$ cat src/rtl/tetris_key_repeat.sv
// tetris_key_repeat: turns each player's filtered keycode into vsync-aligned key events with delayed auto-repeat.
// Build option: define TETRIS_KEY_AUTOREPEAT_EN to build the DAS/ARR repeat path; otherwise only press/change events are emitted.

module tetris_key_repeat_fsm #(
    parameter int         DAS_FRAMES = 10,
    parameter int         ARR_FRAMES = 3,
    parameter logic [7:0] NOREP_KEY  = 8'h1A
) (
    input  logic       clk,
    input  logic       rst_n,
    input  logic       tick,
    input  logic [7:0] key,
    output logic [7:0] evt_key
);
    typedef enum logic [1:0] {IDLE, DELAY, REPEAT, HOLD} state_t;

    state_t     state;
    logic [7:0] last_key;

`ifdef TETRIS_KEY_AUTOREPEAT_EN
    localparam logic [5:0] DAS_TC = 6'(DAS_FRAMES - 1);
    localparam logic [5:0] ARR_TC = 6'(ARR_FRAMES - 1);
    logic [5:0] cnt;
`else
    // Repeat timing has no effect in this build; kept only so the interface is identical.
    logic unused_cfg;
    assign unused_cfg = ^{6'(DAS_FRAMES), 6'(ARR_FRAMES), NOREP_KEY};
`endif

    always_ff @(posedge clk or negedge rst_n) begin
        if (!rst_n) begin
            state    <= IDLE;
            last_key <= '0;
            evt_key  <= '0;
`ifdef TETRIS_KEY_AUTOREPEAT_EN
            cnt      <= '0;
`endif
        end else if (tick) begin
            if (key == 8'h00) begin
                state    <= IDLE;
                last_key <= '0;
                evt_key  <= '0;
`ifdef TETRIS_KEY_AUTOREPEAT_EN
                cnt      <= '0;
`endif
            end else if (key != last_key) begin
                last_key <= key;
                evt_key  <= key;
`ifdef TETRIS_KEY_AUTOREPEAT_EN
                cnt      <= '0;
                state    <= (key == NOREP_KEY) ? HOLD : DELAY;
`else
                state    <= HOLD;
`endif
            end else begin
                case (state)
`ifdef TETRIS_KEY_AUTOREPEAT_EN
                    DELAY: begin
                        if (cnt == DAS_TC) begin
                            evt_key <= key;
                            cnt     <= '0;
                            state   <= REPEAT;
                        end else begin
                            evt_key <= '0;
                            cnt     <= cnt + 6'd1;
                        end
                    end
                    REPEAT: begin
                        if (cnt == ARR_TC) begin
                            evt_key <= key;
                            cnt     <= '0;
                        end else begin
                            evt_key <= '0;
                            cnt     <= cnt + 6'd1;
                        end
                    end
`endif
                    // HOLD stays silent; IDLE cannot see an unchanged nonzero key.
                    default: evt_key <= '0;
                endcase
            end
        end
    end
endmodule

module tetris_key_repeat #(
    parameter int         DAS_FRAMES = 10,
    parameter int         ARR_FRAMES = 3,
    parameter logic [7:0] NOREP_KEY1 = 8'h1A,
    parameter logic [7:0] NOREP_KEY2 = 8'h52
) (
    input  logic       Clk,
    input  logic       reset_rtl_0,
    input  logic       vsync_in,
    input  logic [7:0] player1key,
    input  logic [7:0] player2key,
    output logic [7:0] p1_evt_key,
    output logic [7:0] p2_evt_key,
    output logic       frame_tick
);
    logic vsync_p0, vsync_p1, vsync_p2;
    logic vld_p0, vld_p1, vld_p2;

    // p0/p1 synchronize vsync, p2 is the edge register. vld_pN marks a stage holding a
    // real sample, so a vsync already high at reset release is not mistaken for a rise.
    always_ff @(posedge Clk or negedge reset_rtl_0) begin
        if (!reset_rtl_0) begin
            vsync_p0   <= 1'b0;
            vsync_p1   <= 1'b0;
            vsync_p2   <= 1'b0;
            vld_p0     <= 1'b0;
            vld_p1     <= 1'b0;
            vld_p2     <= 1'b0;
            frame_tick <= 1'b0;
        end else begin
            vsync_p0   <= vsync_in;
            vsync_p1   <= vsync_p0;
            vsync_p2   <= vsync_p1;
            vld_p0     <= 1'b1;
            vld_p1     <= vld_p0;
            vld_p2     <= vld_p1;
            frame_tick <= vld_p2 && vsync_p1 && !vsync_p2;
        end
    end

    tetris_key_repeat_fsm #(
        .DAS_FRAMES (DAS_FRAMES),
        .ARR_FRAMES (ARR_FRAMES),
        .NOREP_KEY  (NOREP_KEY1)
    ) u_p1 (
        .clk     (Clk),
        .rst_n   (reset_rtl_0),
        .tick    (frame_tick),
        .key     (player1key),
        .evt_key (p1_evt_key)
    );

    tetris_key_repeat_fsm #(
        .DAS_FRAMES (DAS_FRAMES),
        .ARR_FRAMES (ARR_FRAMES),
        .NOREP_KEY  (NOREP_KEY2)
    ) u_p2 (
        .clk     (Clk),
        .rst_n   (reset_rtl_0),
        .tick    (frame_tick),
        .key     (player2key),
        .evt_key (p2_evt_key)
    );
endmodule

$ cat config.mk
export PLATFORM = sky130hd
export DESIGN_NAME = tetris_key_repeat
export DESIGN_NICKNAME = d
export VERILOG_FILES = /design/src/rtl/tetris_key_repeat.sv
export SDC_FILE = /design/constraint.sdc
export NUM_CORES = 1
export LEC_CHECK = 0
export CAP_MARGIN = 40
export CORE_MARGIN = 1
export CORE_UTILIZATION = 65
export DETAILED_ROUTE_END_ITERATION = 8
export DONT_BUFFER_PORTS = 1
export PLACE_DENSITY = 0.81
export REMOVE_ABC_BUFFERS = 1
export SLEW_MARGIN = 20
export SYNTH_ARGS = -nofsm -noshare
export SYNTH_HDL_FRONTEND = slang
export SYNTH_HIERARCHICAL = 1
export SYNTH_SLANG_ARGS = --single-unit
$ cat constraint.sdc
create_clock -name Clk -period 2.3 [get_ports Clk]
set_input_delay 0.69 -clock Clk [delete_from_list [all_inputs] [get_ports Clk]]
set_output_delay 0.69 -clock Clk [all_outputs]
set_load 0.05 [all_outputs]
==> results.json, run 1 <==
{
  "power.internal_w": 0.001126,
  "cellPowerDensity_nw_per_um2": 946.1,
  "dp_hpwl_mm": 2.227,
  "clock_sinks": 39,
  "crit_arrival_ns": 1.15,
  "cts_max_level": 2,
  "hold_path_class": "input pin to async pin",
  "period_share_pct": 79.98,
  "area_growth_pct": 6.801,
  "ant_nets": 0,
  "report.final.slew_viol_count": 0,
  "antenna_found_initial": 0,
  "setup_violations": 0,
  "peakVddDrop_mv": 0.6844,
  "seqPwrFrac_pct": 60.3,
  "vias_per_cell": 6.239,
  "period_needed_ns": 1.839,
  "cpPeakStageDelay_ns": 0.42,
  "path_clk_slew_ns": 0.11,
  "critPathBufInv": 1,
  "worstPathMaxFanout": 34,
  "clk_latency_ns": 0.34,
  "power_switching_w": 0.0005660,
  "syn_avg_cell_area_um2": 10.94,
  "place_congestion": 0.8704,
  "first_global_vias": 1159,
  "cts_buffers": 5,
  "io_pins": 36,
  "cts_buffer_depth": 2,
  "postCtsResizedCells": 0,
  "port_buffers": 0,
  "p_clk_share_pct": 27.6,
  "crit_chain": "buf_4",
  "clock_tree.root_cell": "clkbuf_4",
  "path_delay_family": "buffers and inverters",
  "drt_iter0_markers": 33,
  "switching_share_pct": 33.46,
  "ctsHoldBuffers": 0,
  "setup_tns_ns": 0,
  "ys.warnings.count": 6,
  "worstSetupPathType": "flip-flop to primary output",
  "ys_seq_elements": 39,
  "netlist_area_um2": 1674,
  "via_count": 1173,
  "synth.top_cell.area_share_pct": 58.30,
  "grt_pass1_wl_mm": 4.947,
  "drc": 0,
  "cts_tree": "done",
  "grt-ovfl-total": 0,
  "finalHoldViolCount": 0,
  "rsz0062_at_grt": "false",
  "placementRows": 18,
  "grt_max_degree": 40,
  "p_leak_nw": 0.7831,
  "max_freq_mhz": 543.6,
  "yosysUniqueCellTypes": 17,
  "wl_per_cell_um": 16.89,
  "core-area_um2": 2455,
  "maxCapViolCount": 0,
  "fin_skew_ns": 0.01114,
  "end_kind": "primary output",
  "dieHeight_um": 52.75,
  "drive_gt1_share_pct": 10.76,
  "final_common_cell": "dfrtp_1",
  "initial_core_util_pct": 68.20,
  "ys_seq_area_share_pct": 58.30,
  "grtUsageTotal_pct": 25.81,
  "postCtsSetupRepairBufs": 0,
  "synthCells": 153,
  "crit_slowest_cell": "buf_4",
  "synth_top_area_cell": "dfrtp_1",
  "die-area_um2": 2783,
  "synth_area_leaders": "dfrtp_1, xnor2_1, o211ai_1",
  "totalWireLength_mm": 3.176,
  "outcome": "finished clean",
  "required_ns": 1.61,
  "fin_nets": 176,
  "dr.pass1.iters": 4,
  "timing.hold.ws_ns": 0.02451,
  "dieWidth_um": 52.75,
  "worstSetupStartpointType": "flip-flop",
  "comb_power_share_pct": 12.1,
  "num_antenna_cells": 0
}
-- state kept, by name, summed over array words and instances, names as in the netlist --
| name | flops |
|---|---|
| u_p2/evt_key | 8 |
| vld_p2 | 1 |
| vld_p1 | 1 |
| vsync_p2 | 1 |
| frame_tick | 1 |
| vsync_p0 | 1 |
| vld_p0 | 1 |
| vsync_p1 | 1 |
| u_p2/last_key | 8 |
| u_p1/last_key | 8 |
| u_p1/evt_key | 8 |
-- metal layers --
| layer | GRT usage, % | part of all wire (%) |
|---|---|---|
| met1 | 32.18 | 43 |
| met2 | 39.66 | 50 |
| met3 | 6.667 | 4.6 |
| met4 | 16.23 | 2.9 |
| met5 | 0 | 0 |
-- power groups by stage --
stage | Combinational [W] | Sequential (W) | Clock [W]
detailed placement | 0.000203 | 0.00103 | 0
floorplan | 0.000159 | 0.00102 | 0
CTS | 0.000205 | 0.00102 | 0.000478
global placement | 0.000189 | 0.00103 | 0
finish | 0.000205 | 0.00102 | 0.000467
global route | 0.000230 | 0.00103 | 0.000504
-- synth_stat cells, drive strengths merged --
cell / instances
inv: 16
nand4: 4
conb: 1
nor4: 2
dfrtp: 39
nand4b: 2
and3b: 1
o21ai: 32
clkbuf: 2
o21a: 2
xnor2: 16
nand2: 16
nor3: 2
o211ai: 16
buf: 2
-- per-stage QoR --
stage / cells / power [W] / setup WS [ns] / instance area (um2) / util [%]
after floorplan: 149 / 0.001184 / 0.4283 / 1657 / -
after global placement: 180 / 0.001218 / 0.6128 / 1702 / 69.32
after detailed placement: 180 / 0.001237 / 0.5431 / 1702 / 69.32
after CTS: 188 / 0.001702 / 0.4503 / 1788 / 72.83
after global routing: 188 / 0.001766 / 0.3694 / 1788 / 72.83
final: 188 / 0.001692 / 0.4605 / 1788 / 72.83
-- area by class of cell --
cell class	count	area [um2]
clock buffers	6	51.30
clock inverters	2	35.03
fillers	171	666.9
inverters	16	60.06
multi-input cells	94	620.6
flip-flops and latches	39	975.9
well taps	30	37.54
repair buffers	1	7.507
-- logic make-up after synthesis --
group | synth area share [%]
compound gates | 18.98
xor+xnor | 8.370
flops | 58.30
other cells | 0.2240
simple gates | 9.492
buf+inv | 4.634
-- path summary, 6_finish.rpt --
kind                             start               end  slack (ns)  depth (start not counted)
setup reg to reg            frame_tick  u_p1/last_key[2]        0.73                          4
hold reg to reg                 vld_p1            vld_p2        0.36                          0
setup / recovery            frame_tick        frame_tick        0.46                          1
min in group Clk                vld_p1            vld_p2        0.36                          0
hold / removal             reset_rtl_0   u_p2/evt_key[7]        0.02                          0
max in group asynchronous  reset_rtl_0   u_p2/evt_key[2]        2.19                          0
Note: power is estimated with default switching activity, not from simulation.
==> inputs of run 2 (changes only) <==
Settings changed: CORE_UTILIZATION 65 to 55, PLACE_DENSITY 0.81 to 0.73.
Clock period 2.3 ns to 1.65 ns, I/O delays scaled along.
==> run 2 against run 1 <==
Against the previous run: critical endpoint is now u_p2/evt_key[5]; the flow now finishes with violations (DRC); cell count up 2.7%; clock power up 16%; total power up 34%; core utilization down 8.6 points; hold slack better by 0.15 ns; register-to-register slack worse by 0.58 ns; combinational power up 50%; worst setup slack worse by 0.31 ns.
==> results.json, run 2 (same netlist as run 1, synthesis figures left out) <==
{
  "outcome": "finished, violations left",
  "violations": "DRC",
  "grt_max_degree": 40,
  "cts_buffers": 5,
  "path_clk_slew_ns": 0.10,
  "power.total_w": 0.002268,
  "dieWidth_um": 57.17,
  "power_switching_w": 0.0007973,
  "totalWireLength_mm": 3.129,
  "end_kind": "flip-flop",
  "clock_sinks": 39,
  "comb_power_share_pct": 13.5,
  "finalWorstSetupSlack_ns": 0.1469,
  "hold_start": "vsync_in",
  "required_ns": 1.87,
  "final_common_cell": "dfrtp_1",
  "ctsHoldBuffers": 2,
  "setup_violations": 0,
  "grtUsageTotal_pct": 21.64,
  "via_count": 1169,
  "rsz0062_at_grt": "false",
  "io_pins": 36,
  "seqPwrFrac_pct": 62.6,
  "max_freq_mhz": 665.3,
  "grt_pass1_wl_mm": 5.216,
  "drive_gt1_share_pct": 11.73,
  "crit_arrival_ns": 1.72,
  "power.internal_w": 0.001471,
  "cellPowerDensity_nw_per_um2": 1248,
  "period_needed_ns": 1.503,
  "report.final.slew_viol_count": 0,
  "grt-ovfl-total": 0,
  "drc": 2,
  "placementRows": 19,
  "clk_latency_ns": 0.34,
  "first_global_vias": 1168,
  "setup_tns_ns": 0,
  "drt_iter0_markers": 30,
  "p_leak_nw": 0.7976,
  "peakVddDrop_mv": 0.8097,
  "period_share_pct": 91.10,
  "worstPathMaxFanout": 9,
  "initial_core_util_pct": 59.18,
  "cts_tree": "done",
  "hold_path_class": "input pin to flip-flop",
  "r2r_end": "u_p2/evt_key[5]",
  "p_clk_share_pct": 23.8,
  "wl_per_cell_um": 16.21,
  "r2r_slack_ns": 0.15,
  "core-area_um2": 2829,
  "num_antenna_cells": 0,
  "finalHoldViolCount": 0,
  "worstSetupStartpointType": "flip-flop",
  "rr_startpoint": "u_p2/last_key[4]",
  "postCtsSetupRepairBufs": 0,
  "pre_cts_ws_ns": 0.09297,
  "ant_nets": 0,
  "rr_worst_depth": 4,
  "crit_start": "u_p2/last_key[4]",
  "postCtsResizedCells": 0,
  "maxCapViolCount": 0,
  "cts_buffer_depth": 2,
  "die-area_um2": 3268,
  "switching_share_pct": 35.16,
  "clock_tree.root_cell": "clkbuf_4",
  "area_growth_pct": 8.520,
  "fin_nets": 180,
  "worstSetupPathType": "flip-flop to flip-flop",
  "fin_skew_ns": 0.008767,
  "antenna_found_initial": 0,
  "cts_max_level": 2,
  "dieHeight_um": 57.17,
  "place_congestion": 0.8372,
  "crit_end": "u_p2/evt_key[5]",
  "vias_per_cell": 6.057,
  "dp_hpwl_mm": 2.179,
  "port_buffers": 0,
  "dr.pass1.iters": 6
}
## run 2: metrics by stage
stage                     hold slack [ns]  area (um2)  util (%)  std cells
after global placement             0.2004        1718     60.73        183
after global routing               0.1380        1817     64.22        193
after CTS                          0.1618        1817     64.22        193
final                              0.1708        1817     64.22        193
after floorplan                    0.1994        1657         -        149
after detailed placement           0.2007        1718     60.73        183
## run 2: worst min path at each step
stage,cells after the start,end
global route,0,vsync_p0
detailed placement,0,u_p2/evt_key[6]
finish,0,vsync_p0
CTS,0,vsync_p0
global placement,0,u_p2/evt_key[6]
floorplan,0,frame_tick
## run 2: cell type report
type,instances,area [um2]
Fill cell,246,1012
Sequential cell,39,975.9
Multi-Input combinational cell,94,620.6
Clock buffer,8,68.82
Inverter,16,60.06
Timing Repair Buffer,5,52.55
Tap cell,31,38.79
## run 2: worst max-delay path, stage by stage (launching register included)
cell      delay (ns)
dfrtp_1         0.42
xnor2_1         0.21
nand4_2         0.29
o211ai_1        0.33
o21ai_0         0.14
## run 2: metal layers
metal / up-vias / wire, um / share of wire [%] / GRT usage (%)
met3: 7 / 179 / 5.7 / 9.070
met4: 0 / 45 / 1.4 / 8.014
met2: 28 / 1463 / 47 / 33.11
met5: - / 0 / 0 / 0
met1: 580 / 1441 / 46 / 27.82
li1: 554 / - / - / -
## run 2: power by group through the flow
stage / logic, W / registers, W / clock network (W)
after floorplan: 0.000222 / 0.00143 / 0
after global placement: 0.000264 / 0.00144 / 0
after detailed placement: 0.000281 / 0.00144 / 0
after CTS: 0.000309 / 0.00142 / 0.000558
after global routing: 0.000348 / 0.00144 / 0.000598
final: 0.000307 / 0.00142 / 0.000540
